File: src/rtl/match_req_arbiter_pkg.sv
// Shared widths and payload types for the match request arbiter.
package match_req_arbiter_pkg;

  localparam int unsigned ADDR_WIDTH      = 16;
  localparam int unsigned LAZY_MATCH_LEN  = 4;
  localparam int unsigned MATCH_LEN_WIDTH = 8;
  localparam int unsigned NUM_PE_DEF      = 4;
  localparam int unsigned PE_ID_W         = $clog2(NUM_PE_DEF);

  typedef struct packed {
    logic [ADDR_WIDTH-1:0]     head_addr;
    logic [ADDR_WIDTH-1:0]     history_addr;
    logic [LAZY_MATCH_LEN-1:0] tag;
  } match_req_t;

  typedef struct packed {
    logic [MATCH_LEN_WIDTH-1:0] len;
    logic [LAZY_MATCH_LEN-1:0]  tag;
  } match_resp_t;

endpackage

File: src/rtl/match_id_fifo.sv
// In-order FIFO of requester IDs; head is meaningful only when not empty.
module match_id_fifo #(
  parameter int unsigned WIDTH = 2,
  parameter int unsigned DEPTH = 8,
  parameter int unsigned CNT_W = $clog2(DEPTH) + 1
) (
  input  logic             clk,
  input  logic             rst,
  input  logic             push,
  input  logic [WIDTH-1:0] push_id,
  input  logic             pop,
  output logic [WIDTH-1:0] head,
  output logic [CNT_W-1:0] count,
  output logic             empty,
  output logic             full
);

  localparam int unsigned AW = (DEPTH > 1) ? $clog2(DEPTH) : 1;

  logic [WIDTH-1:0] r_mem [DEPTH];
  logic [AW-1:0]    r_wr_ptr;
  logic [AW-1:0]    r_rd_ptr;
  logic [CNT_W-1:0] r_count;

  function automatic logic [AW-1:0] ptr_inc(input logic [AW-1:0] p);
    return (p == AW'(DEPTH - 1)) ? '0 : p + AW'(1);
  endfunction

  // Pointer and occupancy bookkeeping; simultaneous push/pop keeps count.
  always_ff @(posedge clk) begin
    if (rst) begin
      r_wr_ptr <= '0;
      r_rd_ptr <= '0;
      r_count  <= '0;
    end else begin
      if (push) r_wr_ptr <= ptr_inc(r_wr_ptr);
      if (pop)  r_rd_ptr <= ptr_inc(r_rd_ptr);
      case ({push, pop})
        2'b10:   r_count <= r_count + CNT_W'(1);
        2'b01:   r_count <= r_count - CNT_W'(1);
        default: r_count <= r_count;
      endcase
    end
  end

  // Storage write; contents need no reset since count gates their use.
  always_ff @(posedge clk) begin
    if (push) r_mem[r_wr_ptr] <= push_id;
  end

  assign head  = r_mem[r_rd_ptr];
  assign count = r_count;
  assign empty = (r_count == '0);
  assign full  = (r_count == CNT_W'(DEPTH));

endmodule

File: src/rtl/match_req_arbiter.sv
// Round-robin sharing of one in-order match unit between NUM_PE job PEs.
module match_req_arbiter
  import match_req_arbiter_pkg::*;
#(
  parameter int unsigned NUM_PE          = NUM_PE_DEF,
  parameter int unsigned MAX_OUTSTANDING = 8
) (
  input  logic                             clk,
  input  logic                             rst,
  input  logic [NUM_PE-1:0]                pe_req_valid,
  input  logic [NUM_PE*ADDR_WIDTH-1:0]     pe_req_head_addr,
  input  logic [NUM_PE*ADDR_WIDTH-1:0]     pe_req_history_addr,
  input  logic [NUM_PE*LAZY_MATCH_LEN-1:0] pe_req_tag,
  output logic [NUM_PE-1:0]                pe_req_ready,
  output logic [NUM_PE-1:0]                pe_resp_valid,
  output logic [MATCH_LEN_WIDTH-1:0]       pe_resp_len,
  output logic [LAZY_MATCH_LEN-1:0]        pe_resp_tag,
  input  logic [NUM_PE-1:0]                pe_resp_ready,
  output logic                             mu_req_valid,
  output logic [ADDR_WIDTH-1:0]            mu_req_head_addr,
  output logic [ADDR_WIDTH-1:0]            mu_req_history_addr,
  output logic [LAZY_MATCH_LEN-1:0]        mu_req_tag,
  input  logic                             mu_req_ready,
  input  logic                             mu_resp_valid,
  input  logic [MATCH_LEN_WIDTH-1:0]       mu_resp_len,
  input  logic [LAZY_MATCH_LEN-1:0]        mu_resp_tag,
  output logic                             mu_resp_ready,
  output logic                             err_orphan_resp
);

  localparam int unsigned ID_W  = $clog2(NUM_PE);
  localparam int unsigned CNT_W = $clog2(MAX_OUTSTANDING) + 1;

  logic [ID_W-1:0]     r_rr_ptr;
  logic                r_mu_valid;
  match_req_t          r_mu_req;
  logic                r_err;

  logic [2*NUM_PE-1:0] w_dbl;
  logic [NUM_PE-1:0]   w_rot;
  logic [ID_W-1:0]     w_sel;
  logic [ID_W-1:0]     w_win;
  logic                w_any;
  logic                w_can_grant;
  logic                w_grant;
  logic                w_push;
  logic                w_pop;
  match_req_t          w_win_req;
  match_resp_t         w_resp;
  logic [ID_W-1:0]     w_head;
  logic [CNT_W-1:0]    w_count;
  logic                w_empty;
  logic                w_full;

  // Credit uses start-of-cycle occupancy, so a same-cycle pop frees nothing yet.
  assign w_can_grant = !rst && (!r_mu_valid || mu_req_ready) &&
                       (w_count < CNT_W'(MAX_OUTSTANDING));

  assign w_dbl = {pe_req_valid, pe_req_valid};

  // Rotate requests by rr_ptr, pick the lowest set bit, rotate the index back.
  always_comb begin
    w_rot = NUM_PE'(w_dbl >> r_rr_ptr);
    w_any = |w_rot;
    w_sel = '0;
    for (int k = NUM_PE - 1; k >= 0; k--) begin
      if (w_rot[k]) w_sel = ID_W'(k);
    end
    w_win   = w_sel + r_rr_ptr;
    w_grant = w_can_grant && w_any;
    pe_req_ready = '0;
    if (w_grant) pe_req_ready[w_win] = 1'b1;
    w_win_req.head_addr    = pe_req_head_addr[int'(w_win)*ADDR_WIDTH +: ADDR_WIDTH];
    w_win_req.history_addr = pe_req_history_addr[int'(w_win)*ADDR_WIDTH +: ADDR_WIDTH];
    w_win_req.tag          = pe_req_tag[int'(w_win)*LAZY_MATCH_LEN +: LAZY_MATCH_LEN];
  end

  assign w_push = w_grant && !w_full;

  // Output register toward the match unit, holds while stalled.
  always_ff @(posedge clk) begin
    if (rst) begin
      r_mu_valid <= 1'b0;
      r_mu_req   <= '0;
      r_rr_ptr   <= '0;
    end else if (w_grant) begin
      r_mu_valid <= 1'b1;
      r_mu_req   <= w_win_req;
      r_rr_ptr   <= w_win + ID_W'(1);
    end else if (mu_req_ready) begin
      r_mu_valid <= 1'b0;
    end
  end

  assign mu_req_valid        = r_mu_valid;
  assign mu_req_head_addr    = r_mu_req.head_addr;
  assign mu_req_history_addr = r_mu_req.history_addr;
  assign mu_req_tag          = r_mu_req.tag;

  // Steer responses to the PE at the FIFO head; nothing routes when empty.
  always_comb begin
    pe_resp_valid = '0;
    mu_resp_ready = 1'b0;
    if (!rst && !w_empty) begin
      pe_resp_valid[w_head] = mu_resp_valid;
      mu_resp_ready         = pe_resp_ready[w_head];
    end
  end

  assign w_pop       = mu_resp_valid && mu_resp_ready;
  assign w_resp      = '{len: mu_resp_len, tag: mu_resp_tag};
  assign pe_resp_len = w_resp.len;
  assign pe_resp_tag = w_resp.tag;

  // Sticky flag for a response with no request outstanding.
  always_ff @(posedge clk) begin
    if (rst) begin
      r_err <= 1'b0;
    end else if (w_empty && mu_resp_valid) begin
      r_err <= 1'b1;
    end
  end

  assign err_orphan_resp = r_err;

  match_id_fifo #(
    .WIDTH (ID_W),
    .DEPTH (MAX_OUTSTANDING),
    .CNT_W (CNT_W)
  ) u_id_fifo (
    .clk     (clk),
    .rst     (rst),
    .push    (w_push),
    .push_id (w_win),
    .pop     (w_pop),
    .head    (w_head),
    .count   (w_count),
    .empty   (w_empty),
    .full    (w_full)
  );

endmodule
File: config.mk
export PLATFORM = sky130hd
export DESIGN_NAME = match_req_arbiter
export DESIGN_NICKNAME = d
export VERILOG_FILES = /design/src/rtl/match_req_arbiter_pkg.sv /design/src/rtl/match_id_fifo.sv /design/src/rtl/match_req_arbiter.sv
export SDC_FILE = /design/constraint.sdc
export NUM_CORES = 1
export LEC_CHECK = 0
export ABC_AREA = 1
export CAP_MARGIN = 20
export CORE_ASPECT_RATIO = 1.75
export CORE_MARGIN = 2
export CORE_UTILIZATION = 41
export CTS_CLUSTER_DIAMETER = 150
export DETAILED_ROUTE_END_ITERATION = 12
export GPL_ROUTABILITY_DRIVEN = 0
export GPL_TIMING_DRIVEN = 0
export PLACE_DENSITY = 0.8
export SLEW_MARGIN = 10
export SYNTH_ARGS = -nofsm -noshare
export SYNTH_HDL_FRONTEND = slang
export SYNTH_HIERARCHICAL = 1
export SYNTH_SLANG_ARGS = --single-unit
File: constraint.sdc
create_clock -name clk -period 3.5 [get_ports clk]
set_clock_uncertainty 0.15 [all_clocks]
set_input_delay 0.7 -clock clk [delete_from_list [all_inputs] [get_ports clk]]
set_output_delay 0.7 -clock clk [all_outputs]
set_load 0.05 [all_outputs]
==> flow_metrics.tcl, run 1 <==
set metrics [dict create \
    crit_chain "clkdlybuf4s15_1 > nand2_2 > nand3_2 > nand2_2 > nand3_2 > a21boi_4 > ha_4 > xor2_4 > inv_2 > nand3_4 > nand2_4 > buf_12 > nor3_4 > buf_6" \
    max_freq_mhz 295 \
    route.detailed.drc 0 \
    r2r_cells 19 \
    ir_drop_uv 720 \
    grt-ovfl-total 0 \
    rows 50 \
    worst_setup_path_end_kind "output port" \
    start_util 0.418 \
    crit_path_top_delay_cell "clkdlybuf4s15_1" \
    place_hpwl_mm 12.4 \
    die-height_um 142 \
    finalSetupViolCount 0 \
    synth_cell_type_count 35 \
    drt_iter0_markers 220 \
    via_count 5338 \
    synth_edf_count 16 \
    grt_pass1_wl_mm 24.0 \
    io_pins 227 \
    yosysWarnings 6 \
    fillers 912 \
    cts_inserted_buffers 9 \
    via_per_inst 5.19 \
    critical_path.max_fanout 11 \
    core_um2 10600 \
    hp-class "reg -> reg" \
    status "completed" \
    n_antenna_cell 0 \
    slew_headroom 0.606 \
    antenna_found_initial 0 \
    cts_tree "done" \
    ys_top_cells_by_count "nand2_1, dfxtp_1, nor2_1" \
    yosysMostFrequentCell "nand2_1" \
    ant_nets 0 \
    wl_per_cell_um 15.3 \
    crit_type "in -> out" \
    grt_pass1_vias 5213 \
    io_buffer_count 214 \
    clockBufferDepth 2 \
    tightest_slew_ps 589 \
    ys_seq_elements 69 \
    powerDensity_nw_per_um2 1120 \
    fin_nets 1070 \
    syn_area_um2 4450 \
    required_ps 2650 \
    fin_area_um2 7240 \
    grtUsageTotal 0.267 \
    final_layout_size_suffix_gt1_frac 0.126 \
    place_inst 1009 \
    maxCapViolations 0 \
    leakagePower_nw 3.25 \
    hold_slack_ps 324 \
    yosysTopAreaCell "nand2_1" \
    postSynthCellCount 665 \
    clkLatencyLatePin_ps 330 \
    whs_path_depth 2 \
    final_util 0.680 \
    area_growth_pct 62.7 \
    postPlaceCellArea_um2 6760 \
    synth_ff_type "dfxtp_1" \
    finalCritPeriodShare 0.968 \
    ctsHoldBuffers 0 \
    synthArstFlopShare 0 \
    cts_max_level 3 \
    period_needed_ps 3390 \
    grt_max_degree 20 \
    stdcell_count 1028 \
    fp.dieW_um 82.7 \
    final_max_slew_viol_count 0 \
    synth.top_cell.area_share 0.246 \
    synth.area.top_cells "nand2_1, dfxtp_1, edfxtp_1" \
    clk_pin_slew_ps 50 \
    synth_fp_nets 842 \
    die_area_um2 11700 \
    startpoint_type "input pin" \
    synth_area_per_cell_um2 6.69 \
    drt-total-wl_mm 15.7 \
    clock_sinks 69 \
    finalHoldViolCount 0 \
    worst_path_largest_cell_delay_ps 210 \
    cts_root_buf "clkbuf_16" \
    cp.arrival_ps 2540 \
    ys_seq_area_frac 0.347 \
    drtPass1Iterations 5 \
]
what timing repair did:
item	CTS	global route
gates resized for setup	46	29
cloned	0	0
pin swaps	8	8
buffers inserted	3	2
endpoints found under the hold margin	0	0
endpoints found under the setup margin	6	10
area by class of cell:
class	instances	area, µm²	area share
tap	130	163	0.0225
clock inverter	5	75.1	0.0104
multi-input combinational	518	2570	0.356
timing repair buffer	219	2180	0.301
inverter	26	98.8	0.0137
clock buffer	11	233	0.0322
buffer	50	368	0.0508
sequential	69	1540	0.213
where the power goes:
part,switching (mW),internal (mW)
logic,3.80,2.06
clock network,0.324,0.619
registers,0.183,1.16
per-layer routing:
| metal | share of wire | vias up | GRT usage |
|---|---|---|---|
| met5 | 0 | - | 0 |
| met4 | 0.033 | 0 | 0.115 |
| met3 | 0.073 | 34 | 0.0649 |
| met1 | 0.34 | 2458 | 0.256 |
| li1 | - | 2614 | - |
| met2 | 0.56 | 232 | 0.510 |
placed cells by master, fill, tap and decap left out, types with 3 or more instances in the layout:
cell type        count
clkbuf_1            19
buf_12               3
buf_4               21
inv_2                8
edfxtp_1            16
buf_6                8
o21ai_1             28
nand2_2             12
clkdlybuf4s50_1    201
nand3_1             31
dfxtp_1             52
clkdlybuf4s15_1      3
nor2_4               3
nand2_4              3
nand2_1            285
ha_1                 7
nor3_1               4
dlymetal6s2s_1       3
buf_2                6
clkbuf_16            9
nor2_1              37
a31oi_1             36
nand3_2             17
a21oi_1             10
buf_8                3
inv_1               17
o21ai_0             23
state kept, by name (all words and copies together), names as in the netlist, named ones only:
register             cells
mu_req_tag               4
u_id_fifo/count          4
u_id_fifo/r_rd_ptr       3
err_orphan_resp          1
mu_req_valid             1
mu_req_history_addr     16
u_id_fifo/r_mem         16
mu_req_head_addr        16
u_id_fifo/r_wr_ptr       3
r_rr_ptr                 2
worst max-delay path: cells and delay by family:
kind | cells | cell delay [ps]
XOR/XNOR | 1 | 190
AO/OA/AOI/OAI | 1 | 180
buffers and inverters | 4 | 590
AND/OR/NAND/NOR | 7 | 680
adder cells (fa/ha/maj) | 1 | 180
stage by stage:
stage | power [mW] | worst slack [ps] | TNS [ps]
finish | 8.14 | 113 | 0
global route | 8.72 | -7.26 | -12.1
CTS | 7.91 | 1.77 | 0
detailed placement | 6.84 | -1130 | -6240
global placement | 6.70 | -1100 | -4330
floorplan | 5.23 | -73.9 | -73.9
path summary, 6_finish.rpt:
kind | start | endpoint | slack, ps
worst max-delay path | pe_req_valid[3] | pe_req_ready[0] | 110
worst min-delay path | err_orphan_resp | err_orphan_resp | 320
worst max register to register | flip-flop | u_id_fifo/count[2] | 310
worst min register to register | err_orphan_resp | err_orphan_resp | 320
logic make-up (layout without fill, tap and decap cells):
| group | count (synthesis) | in the layout | share of synthesized area |
|---|---|---|---|
| AOI/OAI and AO/OA | 103 | 103 | 0.129 |
| and+or+nand+nor | 400 | 400 | 0.383 |
| adders and majority gates | 9 | 9 | 0.0253 |
| xor gates and xnor gates | 4 | 4 | 0.00788 |
| muxes | 2 | 2 | 0.00450 |
| buffers and inverters | 78 | 311 | 0.104 |
| DFF | 69 | 69 | 0.347 |
Power figures use the tool's default switching activity.
==> run 2: changes to the inputs <==
--- a/config.mk
+++ b/config.mk
@@ -8,7 +8,7 @@
 export ABC_AREA = 1
 export CAP_MARGIN = 20
 export CORE_ASPECT_RATIO = 1.75
-export CORE_MARGIN = 2
+export CORE_MARGIN = 4
 export CORE_UTILIZATION = 41
 export CTS_CLUSTER_DIAMETER = 150
 export DETAILED_ROUTE_END_ITERATION = 12
==> run 2 against run 1 <==
Compared with the run above: sequential share of layout area is essentially flat; first-iteration DRC count rose by 15%; power down 0.59%; via count decreased by 1.0%; flip-flop and latch count is the same; design area is 0.10% lower; largest cell class is now buffers; largest power group unchanged; highest routed layer unchanged.
==> flow_metrics.tcl, run 2 (synthesis results as in run 1) <==
set metrics [dict create \
    fp.dieW_um 86.7 \
    mostFrequentLayoutCell "nand2_1" \
    final_layout_size_suffix_gt1_frac 0.124 \
    period_needed_ps 3380 \
    finalCritPeriodShare 0.967 \
    final_max_slew_viol_count 0 \
    antenna_found_initial 0 \
    clk_pin_slew_ps 50 \
    fin_nets 1072 \
    r2r_slack_ps 390 \
    pre_cts_ws_ps -1130 \
    n_antenna_cell 0 \
    hp-class "reg -> reg" \
    core_um2 10600 \
    grtUsageTotal 0.245 \
    crit_path_top_delay_cell "dlygate4sd2_1" \
    fillers 922 \
    worst_path_largest_cell_delay_ps 260 \
    die_area_um2 12600 \
    rsz0062_at_grt "no" \
    total_power_mw 8.09 \
    powerDensity_nw_per_um2 1120 \
    crit_chain "dlygate4sd2_1 > nand2_2 > nand3_1 > nand2_2 > nand3_1 > a21boi_2 > ha_4 > xor2_4 > inv_2 > nand3_4 > nand2_4 > buf_8 > nor3_4 > buf_6" \
    start_util 0.418 \
    io_buffer_count 214 \
    r2r_cells 17 \
    via_per_inst 5.13 \
    io_pins 227 \
    timing.rr.end "u_id_fifo/count[2]" \
    slew_headroom 0.602 \
    required_ps 2650 \
    finalSetupViolCount 0 \
    place_inst 1009 \
    grt_pass1_wl_mm 24.7 \
    grt_max_degree 20 \
    drtPass1Iterations 7 \
    ant_nets 0 \
    area_growth_pct 62.5 \
    drt-total-wl_mm 15.7 \
    drt_iter0_markers 252 \
    max_freq_mhz 296 \
    final_util 0.680 \
    min_to "err_orphan_resp" \
    cp.arrival_ps 2530 \
    cts_tree "done" \
    tightest_slew_ps 595 \
    route.detailed.drc 0 \
    whs_path_depth 2 \
    grt_pass1_vias 5423 \
    place_hpwl_mm 12.6 \
    clockBufferDepth 2 \
    cts_inserted_buffers 9 \
    ir_drop_uv 697 \
    clkLatencyLatePin_ps 330 \
    wl_per_cell_um 15.3 \
    rows 50 \
    clock_sinks 69 \
    via_count 5284 \
    ctsHoldBuffers 0 \
    worst_setup_path_end_kind "output port" \
    stdcell_count 1030 \
    grt-ovfl-total 0 \
    die-height_um 146 \
    fin_ws_ps 117 \
    status "completed" \
    crit_type "in -> out" \
    leakagePower_nw 3.27 \
    critical_path.max_fanout 4 \
    startpoint_type "input pin" \
    hold_slack_ps 316 \
    cts_root_buf "clkbuf_16" \
    finalHoldViolCount 0 \
    layout_common_cells "nand2_1, clkdlybuf4s50_1, dfxtp_1" \
    cts_max_level 3 \
    hold_start "err_orphan_resp" \
    maxCapViolations 0 \
]
## run 2: cell count changes in the layout (fill, tap and decap cells not counted), sizes merged
| cell | before | now |
|---|---|---|
| clkinvlp | 1 | 0 |
| bufinv | 2 | 1 |
| buf | 42 | 44 |
| dlymetal6s2s | 3 | 4 |
| dlygate4sd2 | 1 | 4 |
| clkinv | 3 | 1 |
| clkdlybuf4s15 | 3 | 1 |
| clkdlybuf4s50 | 201 | 200 |
| clkbuf | 30 | 33 |
## run 2: worst max-delay path by stage
| stage | startpoint | slack, ps | cells after the start | end |
|---|---|---|---|---|
| finish | pe_req_valid[3] | 120 | 14 | pe_req_ready[0] |
| CTS | pe_req_valid[1] | 8 | 14 | pe_req_ready[0] |
| floorplan | pe_req_valid[3] | -70 | 12 | pe_req_ready[0] |
| global route | pe_req_valid[2] | 20 | 14 | pe_req_ready[0] |
| detailed placement | pe_req_valid[1] | -1130 | 14 | pe_req_ready[0] |
| global placement | pe_req_valid[3] | -1100 | 14 | pe_req_ready[0] |
## run 2: timing repair
item	4_1_cts	5_1_grt
pin swaps	11	4
setup buffers	6	1
gates resized for setup	55	12
endpoints found under the setup margin	6	10
## run 2: per-layer routing
layer / wire length [µm] / vias to the layer above / global-route usage
met3: 1370 / 39 / 0.0635
li1: - / 2620 / -
met1: 5030 / 2390 / 0.226
met4: 646 / 0 / 0.124
met5: 0 / - / 0
met2: 8680 / 235 / 0.470
## run 2: layout make-up
type	count	area, µm²	share of cell area
Buffer	50	359	0.0497
Tap cell	130	163	0.0225
Inverter	26	98.8	0.0137
Sequential cell	69	1540	0.213
Multi-Input combinational cell	518	2550	0.353
Clock inverter	1	30.0	0.00415
Timing Repair Buffer	221	2200	0.305
Clock buffer	15	278	0.0384
## run 2: power breakdown
part | leakage (nW) | switching (mW) | internal, mW | total [mW]
clock | 0.150 | 0.311 | 0.610 | 0.922
combinational | 2.54 | 3.79 | 2.04 | 5.83
sequential | 0.584 | 0.182 | 1.16 | 1.34
## run 2: critical path: cells and delay by family
| kind | cells | cell delay, ps |
|---|---|---|
| buffers and inverters | 4 | 630 |
| and+or+nand+nor | 7 | 620 |
| xor gates and xnor gates | 1 | 180 |
| adders and majority gates | 1 | 190 |
| AOI/OAI and AO/OA | 1 | 200 |
## run 2: stage by stage
step	cell area [µm²]	setup TNS [ps]
detailed placement	6760	-7300
CTS	7200	0
floorplan	4460	-73.9
global route	7230	0
global placement	6760	-4660
finish	7230	0
